===== config.mk =====
export PLATFORM = sky130hd
export DESIGN_NAME = mem_bus_arbiter
export DESIGN_NICKNAME = d
export VERILOG_FILES = /design/src/rtl/sysbus_pkg.sv /design/src/rtl/mem_bus_arbiter_rr.sv /design/src/rtl/mem_bus_arbiter.sv
export SDC_FILE = /design/constraint.sdc
export NUM_CORES = 1
export LEC_CHECK = 0
export BUFFER_PORTS_ARGS = -buffer_cell sky130_fd_sc_hd__buf_2
export CORE_AREA = 2 2 187 189
export CTS_CLUSTER_SIZE = 25
export DETAILED_ROUTE_END_ITERATION = 7
export DIE_AREA = 0 0 189 191
export GPL_TIMING_DRIVEN = 0
export PLACE_DENSITY = 0.36
export SLEW_MARGIN = 10
export SYNTH_ARGS = -nofsm -noshare
export SYNTH_HDL_FRONTEND = slang
export SYNTH_SLANG_ARGS = --single-unit

===== constraint.sdc =====
create_clock -name clk -period 1.6 [get_ports clk]
set_clock_uncertainty 0.1 [all_clocks]
set_input_delay 0.16 -clock clk [delete_from_list [all_inputs] [get_ports clk]]
set_output_delay 0.16 -clock clk [all_outputs]
set_load 0.1 [all_outputs]

===== src/rtl/sysbus_pkg.sv =====
// sysbus_pkg: shared system-bus constants and arbiter state encoding.
// SYSBUS_WRITE is the tag value at WRITE_BIT that marks a write.
`ifndef SYSBUS_WRITE
`define SYSBUS_WRITE 1'b1
`endif

package sysbus_pkg;
  localparam int   WRITE_BIT     = 12;
  localparam int   BEATS         = 8;
  localparam logic SYSBUS_WR_VAL = `SYSBUS_WRITE;

  typedef enum logic [1:0] {
    IDLE,
    REQ,
    WDATA,
    RDATA
  } arb_state_t;
endpackage


===== src/rtl/mem_bus_arbiter_rr.sv =====
// rr_arbiter2: two-way round-robin pick, purely combinational.
// On a tie the client that was not granted last wins.
module rr_arbiter2 (
  input  logic [1:0] req,
  input  logic       last,
  output logic       grant
);
  always_comb begin
    grant = last;
    unique case (req)
      2'b01:   grant = 1'b0;
      2'b10:   grant = 1'b1;
      2'b11:   grant = ~last;
      default: grant = last;
    endcase
  end
endmodule


===== src/rtl/mem_bus_arbiter.sv =====
// mem_bus_arbiter: two-client arbiter onto the DRAM system bus.
// Optional perf counters under `MEM_BUS_ARB_PERF_EN.
module mem_bus_arbiter
  import sysbus_pkg::*;
#(
  parameter int BUS_DATA_WIDTH = 64,
  parameter int BUS_TAG_WIDTH  = 13,
  parameter int WRITE_BIT      = sysbus_pkg::WRITE_BIT,
  parameter int BEATS          = sysbus_pkg::BEATS
) (
  input  logic                      clk,
  input  logic                      reset,
  input  logic                      c0_reqcyc,
  output logic                      c0_reqack,
  input  logic [BUS_DATA_WIDTH-1:0] c0_req,
  input  logic [BUS_TAG_WIDTH-1:0]  c0_reqtag,
  output logic                      c0_respcyc,
  input  logic                      c0_respack,
  output logic [BUS_DATA_WIDTH-1:0] c0_resp,
  output logic [BUS_TAG_WIDTH-1:0]  c0_resptag,
  input  logic                      c1_reqcyc,
  output logic                      c1_reqack,
  input  logic [BUS_DATA_WIDTH-1:0] c1_req,
  input  logic [BUS_TAG_WIDTH-1:0]  c1_reqtag,
  output logic                      c1_respcyc,
  input  logic                      c1_respack,
  output logic [BUS_DATA_WIDTH-1:0] c1_resp,
  output logic [BUS_TAG_WIDTH-1:0]  c1_resptag,
  output logic                      m_bus_reqcyc,
  input  logic                      m_bus_reqack,
  output logic [BUS_DATA_WIDTH-1:0] m_bus_req,
  output logic [BUS_TAG_WIDTH-1:0]  m_bus_reqtag,
  input  logic                      m_bus_respcyc,
  output logic                      m_bus_respack,
  input  logic [BUS_DATA_WIDTH-1:0] m_bus_resp,
  input  logic [BUS_TAG_WIDTH-1:0]  m_bus_resptag,
  output logic                      busy,
  output logic                      owner
`ifdef MEM_BUS_ARB_PERF_EN
  ,
  output logic [31:0]               grant_cnt0,
  output logic [31:0]               grant_cnt1,
  output logic [31:0]               wait_cnt
`endif
);
  localparam logic [2:0] LAST = 3'(BEATS - 1);

  arb_state_t state_q, state_d;
  logic       owner_q, owner_d;
  logic       is_wr_q, is_wr_d;
  logic [2:0] beat_q, beat_d;
  logic       pick, done;
  logic       fwd_req, fwd_rsp;

  logic                      o_cyc, o_rack;
  logic [BUS_DATA_WIDTH-1:0] o_req;
  logic [BUS_TAG_WIDTH-1:0]  o_tag;

  assign o_cyc  = owner_q ? c1_reqcyc  : c0_reqcyc;
  assign o_rack = owner_q ? c1_respack : c0_respack;
  assign o_req  = owner_q ? c1_req     : c0_req;
  assign o_tag  = owner_q ? c1_reqtag  : c0_reqtag;

  assign fwd_req = (state_q == REQ) || (state_q == WDATA);
  assign fwd_rsp = (state_q == RDATA);

  rr_arbiter2 u_rr (
    .req   ({c1_reqcyc, c0_reqcyc}),
    .last  (owner_q),
    .grant (pick)
  );

  always_comb begin
    state_d = state_q;
    owner_d = owner_q;
    beat_d  = beat_q;
    is_wr_d = is_wr_q;
    done    = 1'b0;
    unique case (state_q)
      IDLE: begin
        if (c0_reqcyc || c1_reqcyc) begin
          owner_d = pick;
          state_d = REQ;
        end
      end
      REQ: begin
        // owner withdrew before the address beat was taken
        if (!o_cyc) begin
          state_d = IDLE;
        end else if (m_bus_reqack) begin
          is_wr_d = (o_tag[WRITE_BIT] == SYSBUS_WR_VAL);
          beat_d  = '0;
          state_d = is_wr_d ? WDATA : RDATA;
        end
      end
      WDATA: begin
        if (o_cyc && m_bus_reqack) begin
          beat_d = beat_q + 3'd1;
          if (beat_q == LAST) begin
            done    = 1'b1;
            state_d = IDLE;
          end
        end
      end
      RDATA: begin
        if (m_bus_respcyc && o_rack) begin
          beat_d = beat_q + 3'd1;
          if (beat_q == LAST) begin
            done    = 1'b1;
            state_d = IDLE;
          end
        end
      end
      default: state_d = IDLE;
    endcase
  end

  always_ff @(posedge clk) begin
    if (reset) begin
      state_q <= IDLE;
      owner_q <= 1'b1;
      beat_q  <= '0;
      is_wr_q <= 1'b0;
    end else begin
      state_q <= state_d;
      owner_q <= owner_d;
      beat_q  <= beat_d;
      is_wr_q <= is_wr_d;
    end
  end

  assign busy  = (state_q != IDLE);
  assign owner = owner_q;

  assign m_bus_reqcyc  = fwd_req & o_cyc;
  assign m_bus_req     = fwd_req ? o_req : '0;
  assign m_bus_reqtag  = fwd_req ? o_tag : '0;
  assign m_bus_respack = fwd_rsp & o_rack;

  assign c0_reqack  = fwd_req & ~owner_q & m_bus_reqack;
  assign c1_reqack  = fwd_req &  owner_q & m_bus_reqack;
  assign c0_respcyc = fwd_rsp & ~owner_q & m_bus_respcyc;
  assign c1_respcyc = fwd_rsp &  owner_q & m_bus_respcyc;
  assign c0_resp    = (fwd_rsp & ~owner_q) ? m_bus_resp    : '0;
  assign c1_resp    = (fwd_rsp &  owner_q) ? m_bus_resp    : '0;
  assign c0_resptag = (fwd_rsp & ~owner_q) ? m_bus_resptag : '0;
  assign c1_resptag = (fwd_rsp &  owner_q) ? m_bus_resptag : '0;

`ifdef MEM_BUS_ARB_PERF_EN
  logic [31:0] gc0_q, gc0_d, gc1_q, gc1_d, wait_q, wait_d;
  logic        n_cyc;

  assign n_cyc = owner_q ? c0_reqcyc : c1_reqcyc;

  always_comb begin
    gc0_d  = gc0_q + 32'(done & ~owner_q);
    gc1_d  = gc1_q + 32'(done &  owner_q);
    wait_d = wait_q + 32'(busy & n_cyc);
  end

  always_ff @(posedge clk) begin
    if (reset) begin
      gc0_q  <= '0;
      gc1_q  <= '0;
      wait_q <= '0;
    end else begin
      gc0_q  <= gc0_d;
      gc1_q  <= gc1_d;
      wait_q <= wait_d;
    end
  end

  assign grant_cnt0 = gc0_q;
  assign grant_cnt1 = gc1_q;
  assign wait_cnt   = wait_q;
`endif
endmodule


After elaboration in Yosys (flattened, before gate mapping)
Cells that the tools add are included.
{ "totals": {"ff_bits": 6, "in_bits": 239, "output_inout_bits": 239, "elab_cells": 63} }
{ "op_classes": {"n_addsub": 1, "n_eq_ne": 13, "muxes": 24, "bitwise_logic": 11, "n_reduce_logical": 11} }
{ "op_table": {"columns": ["op", "count"], "rows": [
  ["$mux 64", 4],
  ["$mux 13", 4],
  ["$mux 2", 6],
  ["$mux 3", 4],
  ["$and 1x1->1", 10],
  ["$pmux 3 s3", 1],
  ["$eq 2x2->1 const B", 4],
  ["$pmux 2 s4", 1],
  ["$ne 2x2->1 const B", 3],
  ["$reduce_bool 3->1", 2],
  ["$reduce_and 5->1", 1],
  ["$eq 2x1->1 const B", 2],
  ["$ne 2x1->1 const B", 2],
  ["$reduce_and 4->1", 1],
  ["$add 3x1->3 const B", 1],
  ["$eq 3x3->1 const B", 1],
  ["$mux 1", 3],
  ["$ne 3x3->1 const B", 1],
  ["$pmux 1 s3", 1],
  ["$reduce_and 3->1", 1],
  ["$logic_and 1x1->1", 2],
  ["$logic_not 2->1", 1],
  ["$logic_or 1x1->1", 2],
  ["$reduce_bool 2->1", 1],
  ["$not 1->1", 1]
]} }

Longest topological paths before layout
Gate-level depths: netlist of the first run.
{ "logic_depth": {"ltp_word": 5, "mapped_depth": 6, "ltp_nobuf": 6} }

Hierarchy
From an unflattened synthesis of the first run, not the netlist that was laid out.
{ "hier_totals": {"cells_unflattened": 409, "hier_area_um2": 2882.8} }
{ "by_module_without_submodules": {"columns": ["module", "instances", "cells_per_inst", "area_each_um2", "seq_area_each_um2"], "rows": [
  ["mem_bus_arbiter", 1, 407, 2869.0, 120.1],
  ["rr_arbiter2", 1, 2, 13.8, 0.0]
]} }

Least setup slack after synthesis of the first run
Ideal clock, no wire load.
{ "synth_path": {"kind": "register to output", "from": "register owner_q (netlist: owner)", "to": "output m_bus_req[34]", "arrival_time_ns": 3.183, "t_required_ns": 1.340, "slack_ns": -1.843, "path_stages_with_launch": 6, "path_buffers": 3, "path_cell_list": "dfxtp_1 buf_4 buf_2 buf_2 mux2i_1 nor2b_1"} }
{ "synth_between": {"elab_chain_cells": 2} }
{ "synth_rtl": {"columns": ["element", "line", "text"], "rows": [
  ["from (decl)", "mem_bus_arbiter.sv:49", "logic owner_q, owner_d;"],
  ["from (signal assigned)", "mem_bus_arbiter.sv:126", "owner_q <= owner_d;"],
  ["$mux 64", "mem_bus_arbiter.sv:61", "assign o_req = owner_q ? c1_req : c0_req;"],
  ["$mux 64", "mem_bus_arbiter.sv:136", "assign m_bus_req = fwd_req ? o_req : '0;"],
  ["to (decl)", "mem_bus_arbiter.sv:31", "output logic [BUS_DATA_WIDTH-1:0] m_bus_req,"]
]} }
Every way passes these cells.

Worst setup path in the final report of the first run
{ "layout_path": {"from": "register state_q[1]", "to": "output c0_resptag[9]"} }
{ "layout_between": {"elab_chain_cells": 3} }
{ "layout_rtl": {"columns": ["element", "line", "text"], "rows": [
  ["from (decl)", "mem_bus_arbiter.sv:48", "arb_state_t state_q, state_d;"],
  ["from (signal assigned)", "mem_bus_arbiter.sv:125", "state_q <= state_d;"],
  ["$eq 2x2->1", "mem_bus_arbiter.sv:65", "assign fwd_rsp = (state_q == RDATA);"],
  ["$and 1x1->1", "mem_bus_arbiter.sv:146", "assign c0_resptag = (fwd_rsp & ~owner_q) ? m_bus_resptag : '0;"],
  ["$mux 13", "mem_bus_arbiter.sv:146", null],
  ["to (decl)", "mem_bus_arbiter.sv:20", "output logic [BUS_TAG_WIDTH-1:0] c0_resptag,"]
]} }
Every way passes these cells.

==> results of run 1 <==
per-stage QoR:
step / cells / utilization, % / total power [W]
finish: 1389 / 36.2 / 0.0154
global route: 1388 / 36.2 / 0.0159
CTS: 1367 / 34.0 / 0.0147
detailed placement: 1339 / 20.3 / 0.0104
global placement: 1339 / 20.3 / 0.0105
floorplan: 407 / - / 0.00875
routing by layer:
layer | wire (um) | share of wire, % | vias up
li1 | - | - | 2445
met1 | 9440 | 35 | 2440
met2 | 14800 | 55 | 292
met4 | 650 | 2.4 | 2
met3 | 1820 | 6.8 | 24
met5 | 12 | 0.045 | -
state kept, by name, summed over array words and instances, names as in the netlist:
name / flops
beat_q: 3
owner: 1
state_q: 2
worst paths after layout:
check | from | end | slack (ns) | depth (start not counted)
max | state_q[1] | c0_resptag[9] | -0.35 | 7
min | reset | beat_q[1] | 0.12 | 2
max reg2reg | owner | beat_q[2] | -0.32 | 5
min reg2reg | beat_q[0] | beat_q[0] | 0.41 | 2
cells in the mapped netlist, types with 2 or more instances:
cell / count
or3_1: 2
ha_1: 6
inv_1: 7
o21ai_0: 2
dfxtp_1: 6
o41ai_1: 2
nor2_1: 5
o311ai_0: 3
and3_1: 80
and2_1: 79
mux2i_1: 79
buf_2: 8
nor2b_1: 79
nand2_1: 3
clkbuf_1: 34
a21oi_1: 2
kinds of logic (layout without fill, tap and decap cells):
| family | after synthesis | after routing | share of synthesized area, % |
|---|---|---|---|
| and+or+nand+nor | 250 | 250 | 53.9 |
| other | 0 | 3 | 0 |
| AOI/OAI and AO/OA | 14 | 14 | 3.72 |
| DFF | 6 | 6 | 4.20 |
| buffers and inverters | 50 | 574 | 7.04 |
| muxes | 81 | 81 | 28.5 |
| adders and majority gates | 6 | 6 | 2.62 |
area by class of cell:
type | instances | area (sq um)
repair buffers | 522 | 6570
inverters | 7 | 35.0
clock buffers | 4 | 78.8
plain buffers | 41 | 761
diodes | 3 | 7.51
flip-flops and latches | 6 | 131
well taps | 455 | 569
fillers | 3234 | 21800
multi-input cells | 351 | 4210
what timing repair did:
| item | in CTS | in global routing |
|---|---|---|
| endpoints found under the hold margin | 0 | 0 |
| setup buffers | 11 | 9 |
| pin swaps | 19 | 20 |
| cloned | 13 | 14 |
| setup endpoints to repair | 244 | 243 |
| gates resized for setup | 1089 | 124 |
power breakdown:
| group | internal, W | switching (W) | total [W] |
|---|---|---|---|
| clock network | 0.000330 | 0.0000835 | 0.000414 |
| registers | 0.000184 | 0.0000392 | 0.000223 |
| logic | 0.00624 | 0.00851 | 0.0147 |
worst max-delay path, cell delays in order (launching register included):
cell and delay [ns]:
dfxtp_4 0.38, ha_4 0.16, nor2b_4 0.16, buf_12 0.14, buf_8 0.13, clkbuf_16 0.16, and2_4 0.16, buf_12 0.17
==> results.toml, run 1 <==
[status]
outcome = "complete, but fails checks"
violations = "negative setup slack"

[place]
io_buffers = 477
hpwlAfterDp_mm = 18.1
place_congestion = 0.757
dp_slack_ns = -1.15
place_area_sq_um = 6940

[final_layout]
final_cell_mix = "buf_2 (240), buf_12 (226), nor2b_4 (79), and2_4 (79), and3_4 (76)"
synthToLayoutAreaGrowth_pct = 332
num-nets-final = 1177
stdcell_area_sq_um = 12400
layout_commonest_cell = "buf_2"
drive_above_1_share_pct = 93.2

[critical_path]
critical_path_class = "flip-flop to output pin"
critPathMaxFanout = 10
required_ns = 1.34
arrival_ns = 1.69
start_kind = "flip-flop"
endpoint_kind = "output pin"

[global_route]
grtUsageMet2_pct = 26.8
grt_pass1_wl_mm = 36.6
grt_pass1_vias = 5655
grtUsageTotal_pct = 13.3
grt_max_degree = 11
met3_usage_pct = 2.46
busiest_layer = "met2"
antenna_found_initial = 4
grtUsageMet1_pct = 14.0
grt_overflow_total = 0

[timing]
tightestPinTransition_ns = 0.503
hold_viol_final = 0
max_freq_ghz = 0.513
min_period_over_period_pct = 122
rsz0062_at_grt = "true"
holdWs_ns = 0.122
finalCriticalPeriod_ns = 1.95
slew_violations = 0
slew_headroom_pct = 66.7
worst_slack_ns = -0.350
fin_setup_tns_ns = -60.56
setup_viol = 242

[power]
p_per_area_nw_per_um2 = 1240
leakagePower_nw = 5.47
ir_worst_vdd_mv = 1.43

[clock_tree]
cts_root_buffer = "clkbuf_16"
clock_sinks = 6
cts_tree = "yes"
clockBufferDepth = 2
clk_pin_slew_ns = 0.03
cts_hold_buf = 0
clkLatencyLatePin_ns = 0.23
cts_made_buffers = 3
h-tree-depth = 1

[synth]
ys_types = 26
yosysTopAreaCellShare_pct = 27.6
seq_area_frac_synth_pct = 4.20
ys_ff_latch = 6
yosysTopAreaCell = "mux2i_1"
syn_area_sq_um = 2860
synth_edf_count = 0
ys.flop_type = "dfxtp_1"
synth_nets = 652
synth_warnings = 0
async_reset_ff_share_pct = 0
synth_cells = 407
avgSynthCellArea_sq_um = 7.03
synth.area.top_cells = "mux2i_1 (28%), and3_1 (17%), and2_1 (17%)"

[routing]
dr.first_iter.drc_count = 108
num_vias = 5203
first_pass_iters = 4
finalWirelength_mm = 26.8
vias_per_cell = 3.75
drc_errors = 0
drtAntennaViolNets = 0
route.detailed.wl_per_inst_um = 19.3

[flow_run]
cap_violations = 0

[min_path]
hold_class = "input port to flip-flop"

[floorplanning]
die_h_um = 191
rows = 68
die_x_um = 189
coreArea_sq_um = 34100
initial_core_util_pct = 8.39
dieArea_sq_um = 36100
io_pins = 478
Power figures use the tool's default switching activity.
==> inputs of run 2 (changes only) <==
--- a/config.mk
+++ b/config.mk
@@ -5,13 +5,16 @@
 export SDC_FILE = /design/constraint.sdc
 export NUM_CORES = 1
 export LEC_CHECK = 0
+export ABC_AREA = 1
 export BUFFER_PORTS_ARGS = -buffer_cell sky130_fd_sc_hd__buf_2
-export CORE_AREA = 2 2 187 189
+export CELL_PAD_IN_SITES_DETAIL_PLACEMENT = 1
+export CELL_PAD_IN_SITES_GLOBAL_PLACEMENT = 2
+export CORE_AREA = 2 2 188 190
 export CTS_CLUSTER_SIZE = 25
 export DETAILED_ROUTE_END_ITERATION = 7
-export DIE_AREA = 0 0 189 191
+export DIE_AREA = 0 0 190 192
 export GPL_TIMING_DRIVEN = 0
-export PLACE_DENSITY = 0.36
+export PLACE_DENSITY = 0.78
 export SLEW_MARGIN = 10
 export SYNTH_ARGS = -nofsm -noshare
 export SYNTH_HDL_FRONTEND = slang
==> results.toml, run 2 <==
[status]
outcome = "complete, but fails checks"
violations = "negative setup slack"

[routing]
route.detailed.wl_per_inst_um = 19.3
num_vias = 5921
dr.first_iter.drc_count = 91
vias_per_cell = 3.80
drtAntennaViolNets = 0
drc_errors = 0
first_pass_iters = 4
finalWirelength_mm = 30.1

[synth]
yosysTopAreaCell = "nand2_1"
async_reset_ff_share_pct = 0
synth_top_family_by_area = "simple AND/OR/NAND/NOR gates"
syn_area_sq_um = 2540
synth_warnings = 0
ys.flop_type = "dfxtp_1"
synth_xor_area_share_pct = 0
synth.area.top_cells = "nand2_1 (27%), nor2_1 (26%), a21oi_1 (15%)"
yosysMostFrequentCell = "nand2_1"
synth_cells = 594
ys_types = 19
muxShareOfSynthArea_pct = 0
ys_ff_latch = 6
seq_area_frac_synth_pct = 4.72
yosysTopAreaCellShare_pct = 26.6
synth_adder_area_share_pct = 2.95
synth-compound-area-share_pct = 15.9
avgSynthCellArea_sq_um = 4.28
synthTopCellsByCount = "nand2_1 (180), nor2_1 (174), inv_1 (90)"
synth-simple-area-share_pct = 55.5
synth_nets = 839
synth_edf_count = 0

[timing]
min_period_over_period_pct = 118
max_freq_ghz = 0.531
rsz0062_at_grt = "true"
finalCriticalPeriod_ns = 1.88
holdWs_ns = 0.153
tightestPinTransition_ns = 0.486
setup_viol = 237
hold_viol_final = 0
worst_slack_ns = -0.282
slew_violations = 0
fin_setup_tns_ns = -46.78
slew_headroom_pct = 67.8

[global_route]
grtUsageTotal_pct = 14.7
antenna_found_initial = 4
grt_pass1_wl_mm = 41.0
grt_overflow_total = 0
grt_max_degree = 12
grt_pass1_vias = 6826

[clock_tree]
clockBufferDepth = 2
clk_pin_slew_ns = 0.04
cts_tree = "yes"
clock_sinks = 6
h-tree-depth = 1
clkLatencyLatePin_ns = 0.23
cts_root_buffer = "clkbuf_16"
cts_hold_buf = 0
cts_made_buffers = 3

[final_layout]
final_util_pct = 35.5
num-fill-cells = 3838
layout_commonest_cell = "buf_2"
register_area_sq_um = 131
synthToLayoutAreaGrowth_pct = 379
largest_reg_flops = 3
final_cells = 1560
stdcell_area_sq_um = 12200
drive_above_1_share_pct = 74.0
num-nets-final = 1347
regMostFlops = "beat_q"
final_cell_mix = "buf_2 (241), buf_12 (237), nand2_1 (167)"
multi_input_area_sq_um = 4090

[critical_path]
endpoint_kind = "output pin"
slowest_stage = "dfxtp_4"
start_kind = "flip-flop"
arrival_ns = 1.62
critical_path_class = "flip-flop to output pin"
required_ns = 1.34
critPathMaxFanout = 12
slowest_delay_ns = 0.37
worstPathCellList = "inv_2 > ha_4 > inv_8 > clkbuf_16 > a21oi_4 > buf_12"

[floorplanning]
io_pins = 478
coreArea_sq_um = 34300
rows = 68
dieArea_sq_um = 36500
die_h_um = 192
initial_core_util_pct = 7.41
die_x_um = 190

[place]
hpwlAfterDp_mm = 21.2
place_congestion = 0.738
dp_cells = 1526
place_area_sq_um = 7950
io_buffers = 477

[flow_run]
cap_violations = 0

[power]
leakagePower_nw = 5.14
ir_worst_vdd_mv = 1.77
p_per_area_nw_per_um2 = 1580

[min_path]
hold_class = "input port to flip-flop"
[run 2: changes by cell type in the layout (fill, tap and decap cells not counted), sizes merged, moves of 6 or more]
cell	delta
inv	+86
nand3	+6
mux2i	-79
buf	-10
clkbuf	-9
nand2	+179
nor2	+171
and3	-79
nor2b	-79
and2	-79
a21oi	+76
[run 2: path summary, 6_finish.rpt]
kind | slack (ns) | to | from | cells past startpoint
hold / removal | 0.15 | owner | c1_reqcyc | 3
setup reg to reg | 0.02 | state_q[0] | state_q[1] | 10
hold reg to reg | 0.39 | beat_q[2] | beat_q[2] | 2
setup / recovery | -0.28 | m_bus_req[25] | state_q[1] | 6
[run 2: critical path: cells and delay by family, from the launching register on]
kind            cells  cell delay (ns)
flops               1             0.37
buf+inv             4             0.53
fa+ha+maj           1             0.30
compound gates      1             0.17
[run 2: timing repair]
action / CTS / global route
setup buffers: 6 / 9
setup endpoints to repair: 238 / 243
resized for setup: 844 / 151
cloned: 7 / 5
pin swaps: 10 / 15
[run 2: report_power, final]
group / internal (W) / total [W] / switching [W]
Sequential: 0.000213 / 0.000278 / 0.0000652
Combinational: 0.00634 / 0.0186 / 0.0122
Clock: 0.000331 / 0.000425 / 0.0000939
[run 2: routing by layer]
layer	global-route usage, %	wire (um)	vias up
met2	29.6	16800	341
met4	4.17	746	0
met1	14.7	10200	2756
met3	3.40	2350	38
met5	0	0	-
li1	-	-	2786
[run 2: kinds of logic (layout without fill, tap and decap cells)]
group           after synthesis  count (layout)
simple gates                368             368
flops                         6               6
buf+inv                     134             641
other cells                   0               4
compound gates               80              80
fa+ha+maj                     6               6
[run 2: metrics by stage]
step / total power [W] / setup WS (ns)
floorplan: 0.0121 / -0.461
global placement: 0.0144 / -0.491
detailed placement: 0.0144 / -0.518
CTS: 0.0191 / -0.320
global route: 0.0200 / -0.326
finish: 0.0193 / -0.282
[run 2: final cells by class]
type,count,area share [%]
timing repair buffer,504,51.1
antenna,4,0.0822
buffer,40,5.80
sequential,6,1.08
multi-input combinational,454,33.6
clock buffer,4,0.647
inverter,93,3.02
tap,455,4.67
==> inputs of run 3 (changes only) <==
--- a/config.mk
+++ b/config.mk
@@ -15,6 +15,7 @@
 export DIE_AREA = 0 0 190 192
 export GPL_TIMING_DRIVEN = 0
 export PLACE_DENSITY = 0.78
+export RECOVER_POWER = 50
 export SLEW_MARGIN = 10
 export SYNTH_ARGS = -nofsm -noshare
 export SYNTH_HDL_FRONTEND = slang
==> results.toml, run 3 (synthesized netlist as in run 2, its figures left out) <==
[final_layout]
synthToLayoutAreaGrowth_pct = 379
largest_reg_flops = 3
num-nets-final = 1347
final_cell_mix = "buf_2 (241), buf_12 (237), nand2_1 (167)"
layout_commonest_cell = "buf_2"
num-fill-cells = 3838
final_cells = 1560
regMostFlops = "beat_q"
drive_above_1_share_pct = 74.0

[place]
place_congestion = 0.738
dp_slack_ns = -0.518
dp_cells = 1526
io_buffers = 477
hpwlAfterDp_mm = 21.2

[floorplanning]
coreArea_sq_um = 34300
io_pins = 478
rows = 68
initial_core_util_pct = 7.41
die_x_um = 190
dieArea_sq_um = 36500
die_h_um = 192

[critical_path]
required_ns = 1.34
start_kind = "flip-flop"
cp_num_buf_inv = 4
endpoint_kind = "output pin"
slowest_delay_ns = 0.37
critical-path-top-delay-family = "buffers and inverters"
critical_path_class = "flip-flop to output pin"
slowest_stage = "dfxtp_4"
arrival_ns = 1.62
worstPathCellList = "inv_2 > ha_4 > inv_8 > clkbuf_16 > a21oi_4 > buf_12"
critPathMaxFanout = 12

[global_route]
grtUsageTotal_pct = 14.7
grt_pass1_vias = 6826
grt_overflow_total = 0
grt_max_degree = 12
antenna_found_initial = 4
grt_pass1_wl_mm = 41.0

[timing]
finalCriticalPeriod_ns = 1.88
setup_viol = 237
tightestPinTransition_ns = 0.486
worst_slack_ns = -0.282
hold_viol_final = 0
fin_setup_tns_ns = -46.83
slew_violations = 0
min_period_over_period_pct = 118
rsz0062_at_grt = "true"
slew_headroom_pct = 67.8
max_freq_ghz = 0.531

[power]
leakagePower_nw = 5.14
ir_worst_vdd_mv = 1.77
p_per_area_nw_per_um2 = 1580

[clock_tree]
clock_sinks = 6
cts_made_buffers = 3
clockBufferDepth = 2
cts_root_buffer = "clkbuf_16"
clk_pin_slew_ns = 0.04
clkLatencyLatePin_ns = 0.23
cts_tree = "yes"
h-tree-depth = 1

[routing]
vias_per_cell = 3.80
drtAntennaViolNets = 0
num_vias = 5921
route.detailed.wl_per_inst_um = 19.3
finalWirelength_mm = 30.1
drc_errors = 0
dr.first_iter.drc_count = 91
first_pass_iters = 4

[status]
outcome = "complete, but fails checks"
violations = "negative setup slack"

[flow_run]
cap_violations = 0

[min_path]
hold_class = "input port to flip-flop"
run 3: cell counts in the layout (fill, tap and decap cells not counted):
No cell type changed its count.
run 3: worst paths after layout:
path	start	slack (ns)	depth (start not counted)	end
min	c1_reqcyc	0.16	3	owner
max reg2reg	state_q[1]	0.02	10	state_q[0]
max	state_q[1]	-0.28	6	m_bus_req[25]
min reg2reg	beat_q[2]	0.39	2	beat_q[2]
run 3: what timing repair did:
action | 4_1_cts | 5_1_grt
pin swaps | 10 | 15
cloned | 7 | 5
hold buffers | 0 | 0
setup endpoints to repair | 238 | 243
setup buffers | 6 | 9
resized for setup | 844 | 151
run 3: worst register-to-register path, stage by stage, from the launching register on:
cell and delay [ns]:
dfxtp_4 0.35, ha_4 0.20, buf_4 0.15, nor2_1 0.11
nor2_1 0.06, nor2_1 0.09, nand2_1 0.07, nor2_2 0.17
nand2_1 0.07, nand2_1 0.06, nor2_1 0.04
run 3: report_power, final:
part / leakage (nW) / internal (W) / switching [W]
combinational: 5.05 / 0.00634 / 0.0122
sequential: 0.0509 / 0.000213 / 0.0000652
clock: 0.0382 / 0.000331 / 0.0000939
run 3: per-layer routing:
layer | share of wire (%) | routed length, um | GRT usage (%)
met1 | 34 | 10200 | 14.7
met2 | 56 | 16800 | 29.6
met3 | 7.8 | 2350 | 3.40
met4 | 2.5 | 746 | 4.17
met5 | 0 | 0 | 0
run 3: cell type report:
type / instances / area [sq um] / area share (%)
timing repair buffer: 504 / 6230 / 51.2
multi-input combinational: 454 / 4090 / 33.6
buffer: 40 / 707 / 5.81
tap: 455 / 569 / 4.68
inverter: 93 / 365 / 3.00
sequential: 6 / 131 / 1.08
clock buffer: 4 / 78.8 / 0.647
antenna: 4 / 10.0 / 0.0822
run 3: through the flow:
stage	hold WS (ns)	total power [W]	area, sq um	util, %
2_1_floorplan	0.232	0.0121	4990	-
3_3_place_gp	0.383	0.0144	7950	23.2
3_5_place_dp	0.385	0.0144	7950	23.2
4_1_cts	0.153	0.0191	11400	33.2
5_1_grt	0.192	0.0199	12200	35.5
6_report	0.155	0.0193	12200	35.5
